==> src/rtl/quad_axis_scheduler.sv <==
// Quadrature counter bank sequencer: zeroing pulses, coherent position snapshots,
// per-axis velocity deltas and a req/ack read port onto the published results.
module quad_axis_scheduler #(
    parameter int NUM_AXES = 4,
    parameter int CNT_W    = 32,
    parameter int PERIOD_W = 24,
    parameter int AW       = 3
) (
    input  logic                      clk,
    input  logic                      reset,
    input  logic [NUM_AXES*CNT_W-1:0] count_flat,
    output logic [NUM_AXES-1:0]       counter_clr,
    input  logic [NUM_AXES-1:0]       zero_req,
    input  logic                      snap_req,
    input  logic [PERIOD_W-1:0]       period,
    input  logic                      period_load,
    input  logic                      ovr_clr,
    input  logic                      rd_req,
    input  logic [AW-1:0]             rd_addr,
    output logic                      rd_ack,
    output logic [CNT_W-1:0]          rd_data,
    output logic                      snap_valid,
    output logic [15:0]               snap_seq,
    output logic                      busy,
    output logic                      overrun
);
    localparam int KW = (NUM_AXES > 1) ? $clog2(NUM_AXES) : 1;

    typedef enum logic [2:0] {
        S_IDLE, S_ZERO, S_ZWAIT, S_CAPTURE, S_DELTA, S_PUBLISH
    } state_t;

    state_t              state_q, state_d;
    logic [NUM_AXES-1:0] zero_pend_q, zero_pend_d;
    logic                snap_pend_q, snap_pend_d;
    logic                overrun_q, overrun_d;
    logic [PERIOD_W-1:0] period_q, timer_q, timer_d;
    logic [KW-1:0]       k_q, k_d;
    logic                tmr_exp, snap_trig;

    logic [CNT_W-1:0] pos_new_q    [NUM_AXES];
    logic [CNT_W-1:0] vel_new_q    [NUM_AXES];
    logic [CNT_W-1:0] prev_q       [NUM_AXES];
    logic [CNT_W-1:0] shadow_pos_q [NUM_AXES];
    logic [CNT_W-1:0] shadow_vel_q [NUM_AXES];

    logic             snap_valid_q;
    logic [15:0]      snap_seq_q;
    logic             rd_ack_q;
    logic [CNT_W-1:0] rd_data_q, rd_mux;

    always_comb begin
        tmr_exp = (period_q != '0) && (timer_q == PERIOD_W'(1)) && !period_load;
        if (period_load)
            timer_d = period;
        else if (period_q == '0)
            timer_d = '0;
        else if (timer_q <= PERIOD_W'(1))
            timer_d = period_q;
        else
            timer_d = timer_q - PERIOD_W'(1);
    end

    assign snap_trig = snap_req | tmr_exp;

    // IDLE acts on same-cycle requests so snap_req in cycle t publishes at t+N+3.
    always_comb begin
        state_d     = state_q;
        k_d         = k_q;
        zero_pend_d = zero_pend_q | zero_req;
        snap_pend_d = snap_pend_q | snap_trig;
        overrun_d   = (overrun_q & ~ovr_clr) | (snap_trig & snap_pend_q);
        case (state_q)
            S_IDLE: begin
                if ((zero_pend_q | zero_req) != '0)
                    state_d = S_ZERO;
                else if (snap_pend_q | snap_trig)
                    state_d = S_CAPTURE;
            end
            S_ZERO: begin
                zero_pend_d = zero_req;
                state_d     = S_ZWAIT;
            end
            S_ZWAIT:  state_d = S_IDLE;
            S_CAPTURE: begin
                snap_pend_d = 1'b0;
                k_d         = '0;
                state_d     = S_DELTA;
            end
            S_DELTA: begin
                k_d = k_q + KW'(1);
                if (k_q == KW'(NUM_AXES - 1))
                    state_d = S_PUBLISH;
            end
            S_PUBLISH: state_d = S_IDLE;
            default:   state_d = S_IDLE;
        endcase
    end

    always_ff @(posedge clk) begin
        if (!reset) begin
            state_q     <= S_IDLE;
            k_q         <= '0;
            zero_pend_q <= '0;
            snap_pend_q <= 1'b0;
            overrun_q   <= 1'b0;
            period_q    <= '0;
            timer_q     <= '0;
        end else begin
            state_q     <= state_d;
            k_q         <= k_d;
            zero_pend_q <= zero_pend_d;
            snap_pend_q <= snap_pend_d;
            overrun_q   <= overrun_d;
            timer_q     <= timer_d;
            if (period_load)
                period_q <= period;
        end
    end

    always_ff @(posedge clk) begin
        if (!reset) begin
            for (int unsigned i = 0; i < NUM_AXES; i++) begin
                pos_new_q[i]    <= '0;
                vel_new_q[i]    <= '0;
                prev_q[i]       <= '0;
                shadow_pos_q[i] <= '0;
                shadow_vel_q[i] <= '0;
            end
            snap_valid_q <= 1'b0;
            snap_seq_q   <= '0;
        end else begin
            snap_valid_q <= (state_q == S_PUBLISH);
            case (state_q)
                S_ZERO: begin
                    for (int unsigned i = 0; i < NUM_AXES; i++)
                        if (zero_pend_q[i])
                            prev_q[i] <= '0;
                end
                S_CAPTURE: begin
                    for (int unsigned i = 0; i < NUM_AXES; i++)
                        pos_new_q[i] <= count_flat[i*CNT_W +: CNT_W];
                end
                S_DELTA: begin
                    vel_new_q[k_q] <= pos_new_q[k_q] - prev_q[k_q];
                    prev_q[k_q]    <= pos_new_q[k_q];
                end
                S_PUBLISH: begin
                    for (int unsigned i = 0; i < NUM_AXES; i++) begin
                        shadow_pos_q[i] <= pos_new_q[i];
                        shadow_vel_q[i] <= vel_new_q[i];
                    end
                    snap_seq_q <= snap_seq_q + 16'd1;
                end
                default: ;
            endcase
        end
    end

    always_comb begin
        rd_mux = '0;
        for (int unsigned i = 0; i < NUM_AXES; i++) begin
            if (rd_addr == AW'(i))
                rd_mux = shadow_pos_q[i];
            if (rd_addr == AW'(i + NUM_AXES))
                rd_mux = shadow_vel_q[i];
        end
    end

    always_ff @(posedge clk) begin
        if (!reset) begin
            rd_ack_q  <= 1'b0;
            rd_data_q <= '0;
        end else begin
            rd_ack_q <= rd_req & ~rd_ack_q;
            if (rd_req && !rd_ack_q)
                rd_data_q <= rd_mux;
        end
    end

    assign counter_clr = (state_q == S_ZERO) ? zero_pend_q : '0;
    assign busy        = (state_q != S_IDLE);
    assign overrun     = overrun_q;
    assign snap_valid  = snap_valid_q;
    assign snap_seq    = snap_seq_q;
    assign rd_ack      = rd_ack_q;
    assign rd_data     = rd_data_q;
endmodule

==> config.mk <==
export PLATFORM = sky130hd
export DESIGN_NAME = quad_axis_scheduler
export DESIGN_NICKNAME = d
export VERILOG_FILES = /design/src/rtl/quad_axis_scheduler.sv
export SDC_FILE = /design/constraint.sdc
export NUM_CORES = 1
export LEC_CHECK = 0
export ABC_AREA = 1
export BUFFER_PORTS_ARGS = -buffer_cell sky130_fd_sc_hd__buf_2
export CORE_MARGIN = 1
export CORE_UTILIZATION = 30
export DETAILED_ROUTE_END_ITERATION = 8
export GPL_ROUTABILITY_DRIVEN = 0
export SLEW_MARGIN = 30
export SYNTH_ARGS = -nofsm -noshare
export SYNTH_HDL_FRONTEND = slang
export SYNTH_SLANG_ARGS = --single-unit
export TNS_END_PERCENT = 10
==> constraint.sdc <==
create_clock -name clk -period 8.5 [get_ports clk]
set_input_delay 0.425 -clock clk [delete_from_list [all_inputs] [get_ports clk]]
set_output_delay 0.425 -clock clk [all_outputs]
set_load 0.005 [all_outputs]
==> flow_summary.yaml, run 1 <==
run_status:
  status: "finished, final reports clean"
sta:
  fin_hold_ws_ns: 0.0373
  max_freq_mhz: 214
  tns_ns: 0
  hold_viol_final: 0
  clock_skew_ns: 0.0562
  worst_pin_slew_ns: 0.927
  setup_slack_ns: 3.83
  rsz0062_at_grt: "no"
  slew_headroom_pct: 38.0
  setup_viol: 0
  finalCritPeriodShare_pct: 54.9
  period_needed_ns: 4.67
  maxSlewViolCount: 0
grt:
  grt_usage_pct: 17.9
  overflow: 0
  grt_max_degree: 172
  grt_pass1_wl_um: 161000
  grt_pass1_vias: 25600
  grt_antenna_before_repair: 4
cells_and_area:
  nets: 4354
  area_delta_synth_final_pct: 15.1
  diodes: 0
  drive_gt1_share_pct: 9.54
route:
  vias: 27100
  avgRoutedWirePerCell_um: 18.9
  drt_pass1_iterations: 6
  ant_nets: 0
  viasPerCell: 4.72
  drt-initial-drc-count: 2625
  wirelength_um: 109000
  drc_errors: 0
synth:
  syn_inst: 3980
  async_flop_share_pct: 0
  avgSynthCellArea_um2: 8.88
  synth-seq-area-share_pct: 60.6
  synth_edf_count: 640
  syn_nets: 4185
  yosys_warnings: 0
  synthesis.area_um2: 35400
  synth_ff_type: "edfxtp_1"
  ys_types: 41
  ys_ff_latch: 751
clocking:
  root_buffer: "clkbuf_16"
  clock_path_buffers: 3
  cts_resized: 0
  h-tree-depth: 3
  numCtsBuffers: 80
  tritoncts: "built"
  clk_pin_slew_ns: 0.06
  cts_setup_buffers: 0
  clock_latency_ns: 0.67
  cts_num_sinks: 751
setup_path:
  crit_fanout: 65
  reg2regPathDepth: 15
  timing.rr.end: "vel_new_q[0][7]"
  critPathCaptureType: "flop"
  arrival_ns: 5.18
  required_ns: 9.01
  crit_end: "vel_new_q[0][7]"
  cp-start-kind: "flop"
  crit_type: "reg2reg"
  rrSetupSlack_ns: 3.83
die:
  chipWidth_um: 345
  rows: 125
  core_area_um2: 117000
  io_pins: 221
  die_h_um: 345
  start_util_pct: 30.3
  die-area_um2: 119000
placement:
  port-buffer-count: 220
  dpl_worst_slack_ns: 3.95
  dp_hpwl_um: 76200
power_and_ir_drop:
  switchingPower_mw: 2.21
  leakage_nw: 17.6
  vdd_drop_max_mv: 0.141
  swShare_pct: 25.7
  seqPwrFrac_pct: 49.6
  intPower_mw: 6.37
  power_frac_clock_pct: 40.4
  combPwrFrac_pct: 10.0
  power_density_nw_per_um2: 211
worst_hold_path:
  hold_class: "in2reg"
flow_run:
  maxCapViolations: 0
[Yosys cell counts, types with 30 or more instances]
| cell | instances | area [um^2] |
|---|---|---|
| a21oi_1 | 252 | 1260 |
| a32o_1 | 30 | 300 |
| a32oi_1 | 31 | 272 |
| buf_2 | 84 | 420 |
| clkbuf_1 | 60 | 225 |
| dfxtp_1 | 111 | 2220 |
| edfxtp_1 | 640 | 19200 |
| ha_1 | 39 | 488 |
| inv_1 | 702 | 2640 |
| nand2_1 | 844 | 3170 |
| nand3_1 | 81 | 405 |
| nor2_1 | 866 | 3250 |
| nor3_1 | 38 | 190 |
| o21ai_0 | 43 | 215 |
[routing by layer]
layer	global-route usage (%)	part of all wire [%]	vias to the layer above
li1	-	-	13000
met3	4.05	8.6	193
met5	0	0.025	-
met2	29.2	46	1008
met4	7.18	3.9	4
met1	23.1	41	12900
[metrics by stage]
step	area [um^2]	util, %	power (mW)	std cells
2_1_floorplan	35400	-	4.84	3980
3_3_place_gp	37900	32.6	5.17	5583
3_5_place_dp	38000	32.6	5.18	5587
4_1_cts	40600	34.8	8.64	5737
5_1_grt	40700	34.9	8.87	5740
6_report	40700	34.9	8.58	5740
[cells in the final DEF (no fill, tap or decap), types with 8 or more instances in the layout]
master and instances:
nor2_1 865, nand2_1 837, inv_1 701, edfxtp_1 640, a21oi_1 252, buf_2 220
dfxtp_1 110, nand3_1 81, clkbuf_16 81, o21ai_0 43, ha_1 39, nor3_1 35
a32oi_1 31, a32o_1 30, buf_4 30, nand3b_1 24, clkbuf_1 23, clkinv_1 21
o22ai_1 18, clkinv_2 14, nand4_1 13, o32ai_1 12, xnor2_1 8, xor2_1 8
[registers in the layout, summed over array words and instances (netlist names), 2 cells and up, named ones only]
register,flops
shadow_pos_q,128
vel_new_q,128
timer_q,24
period_q,24
pos_new_q,128
zero_pend_q,4
k_q,2
snap_seq,16
rd_data,32
prev_q,128
shadow_vel_q,128
state_q,3
[critical path, cell delays in order, from the launching register on]
cell and delay, ns:
dfxtp_4 0.66, buf_4 0.64, buf_4 0.61, nand2_1 0.11, a32oi_1 0.55, ha_1 0.40, nand2_1 0.09, nand2_1 0.06
inv_1 0.05, nand2_1 0.10, nand2_1 0.08, nand2_1 0.11, and2_1 0.16, nor3_1 0.53, inv_1 0.15, nor2_1 0.13
[power groups by stage]
stage               Combinational, mW  Clock (mW)  Sequential [mW]
floorplan                       0.532           0             4.31
global placement                0.841           0             4.33
detailed placement              0.847           0             4.33
CTS                             0.852        3.53             4.25
global route                    0.958        3.65             4.27
finish                          0.862        3.46             4.26
[kinds of logic after synthesis]
kind of cell / after synthesis / share of synthesized area [%]
AOI/OAI and AO/OA: 399 / 6.68
xor gates and xnor gates: 16 / 0.396
adders and majority gates: 40 / 1.44
buffers and inverters: 883 / 9.71
DFF: 751 / 60.6
and+or+nand+nor: 1891 / 21.1
[layout make-up]
| type | count | area [um^2] |
|---|---|---|
| timing repair buffer | 260 | 1510 |
| sequential | 751 | 21400 |
| multi-input combinational | 2346 | 10600 |
| tap | 1524 | 1910 |
| fill | 11800 | 75800 |
| inverter | 710 | 2680 |
| clock inverter | 45 | 447 |
| clock buffer | 104 | 2110 |
[worst min-delay path by stage]
stage | startpoint | endpoint | depth (start not counted) | slack [ns]
floorplan | zero_pend_q[1] | zero_pend_q[1] | 2 | 0.44
global placement | zero_pend_q[1] | zero_pend_q[1] | 2 | 0.45
detailed placement | rd_data[16] | rd_data[16] | 2 | 0.45
CTS | period[17] | period_q[17] | 3 | 0.002
global route | period[23] | timer_q[23] | 3 | 0.04
finish | zero_req[0] | zero_pend_q[0] | 3 | 0.04
[what timing repair did]
action	in CTS	in global routing
setup endpoints to repair	0	0
hold endpoints to repair	1	0
hold buffers	1	0
Power figures use the tool's default switching activity.
==> run 2: changes to the inputs <==
- clock period: 8.5 -> 4.05 ns (I/O delays scaled with it)
==> flow_summary.yaml, run 2 (synthesis gave the netlist of run 1 again) <==
run_status:
  status: "finished, final reports clean"
clocking:
  cts_num_sinks: 751
  root_buffer: "clkbuf_16"
  clock_path_buffers: 3
  clock_latency_ns: 0.66
  numCtsBuffers: 81
  cts_resized: 0
  h-tree-depth: 3
  clk_pin_slew_ns: 0.06
  tritoncts: "built"
grt:
  grt_max_degree: 117
  grt_pass1_vias: 26400
  grt_usage_pct: 18.7
  overflow: 0
  grt_antenna_before_repair: 6
  grt_pass1_wl_um: 167000
route:
  vias: 28100
  wirelength_um: 114000
  drt_pass1_iterations: 7
  ant_nets: 0
  drc_errors: 0
  viasPerCell: 4.74
  avgRoutedWirePerCell_um: 19.2
  drt-initial-drc-count: 2992
setup_path:
  crit_fanout: 30
  critPathCaptureType: "flop"
  crit_type: "reg2reg"
  required_ns: 4.43
  cp-start-kind: "flop"
  arrival_ns: 4.03
cells_and_area:
  drive_gt1_share_pct: 10.0
  seq_area_um2: 21400
  fillCellCount: 11600
  mostFrequentLayoutCell: "nor2_1"
  multi_input_area_um2: 10500
  nets: 4548
  diodes: 0
  mostFrequentLayoutCells: "865 x nor2_1, 841 x nand2_1, 701 x inv_1, 640 x edfxtp_1, 252 x a21oi_1"
  area_delta_synth_final_pct: 20.4
die:
  core_area_um2: 117000
  die_h_um: 345
  io_pins: 221
  rows: 125
  chipWidth_um: 345
  start_util_pct: 30.3
  die-area_um2: 119000
placement:
  port-buffer-count: 220
  dp_hpwl_um: 78200
sta:
  worst_pin_slew_ns: 1.02
  hold_viol_final: 0
  finalCritPeriodShare_pct: 90.0
  slew_headroom_pct: 32.0
  rsz0062_at_grt: "no"
  setup_viol: 0
  maxSlewViolCount: 0
  tns_ns: 0
  period_needed_ns: 3.64
  clock_skew_ns: 0.0431
  max_freq_mhz: 274
power_and_ir_drop:
  total_power_mw: 18.2
  leakage_nw: 18.4
  power_density_nw_per_um2: 428
  vdd_drop_max_mv: 0.301
flow_run:
  maxCapViolations: 0
worst_hold_path:
  hold_class: "in2reg"
  hold_start: "reset"
==> run 2: final timing paths <==
check	to	slack, ns	depth (start not counted)
setup / recovery	vel_new_q[0][16]	0.41	13
hold / removal	snap_seq[14]	0.04	3
hold reg to reg	zero_pend_q[1]	0.46	2
setup reg to reg	vel_new_q[0][16]	0.41	13
==> run 2: repair_timing <==
item | 4_1_cts | 5_1_grt
hold buffers | 162 | 0
hold endpoints to repair | 184 | 0
setup buffers | 0 | 0
==> run 2: metrics by stage <==
step | cells | instance area (um^2) | hold slack [ns] | worst slack [ns] | utilization (%)
3_3_place_gp | 5622 | 38300 | 0.428 | 0.538 | 32.9
5_1_grt | 5933 | 42600 | 0.0585 | 0.132 | 36.5
4_1_cts | 5933 | 42600 | 0.0203 | 0.464 | 36.5
6_report | 5933 | 42600 | 0.0419 | 0.405 | 36.5
3_5_place_dp | 5622 | 38300 | 0.441 | 0.482 | 32.9
2_1_floorplan | 3980 | 35400 | 0.320 | 0.0306 | -
==> run 2: layer usage <==
metal	up-vias	track usage [%]	share of wire (%)
met5	-	0	0.042
met4	8	6.94	3.6
met3	233	3.99	9.2
met2	1237	30.2	46
met1	13300	24.4	41
li1	13300	-	-
==> run 2: final cells by class <==
cell class | count | area share, %
tap | 1524 | 4.48
sequential | 751 | 50.4
multi-input combinational | 2346 | 24.8
inverter | 710 | 6.28
clock inverter | 44 | 1.08
timing repair buffer | 453 | 7.94
clock buffer | 105 | 5.09
==> run 2: worst max-delay path, cell delays in order, from the launching register on <==
cell      delay [ns]
dfxtp_1         0.43
clkinv_2        0.43
buf_4           0.36
a32oi_1         0.47
ha_1            0.38
nand2_1         0.15
nor2_1          0.25
inv_1           0.07
o21bai_1        0.29
inv_1           0.10
nand2_1         0.09
nand2_1         0.05
nand3_1         0.23
nor2_1          0.07
==> run 2: power by group <==
group	internal [mW]	total, mW	switching, mW
clock	4.16	7.33	3.17
sequential	8.74	8.93	0.194
combinational	0.638	1.96	1.32
total	13.5	18.2	4.68
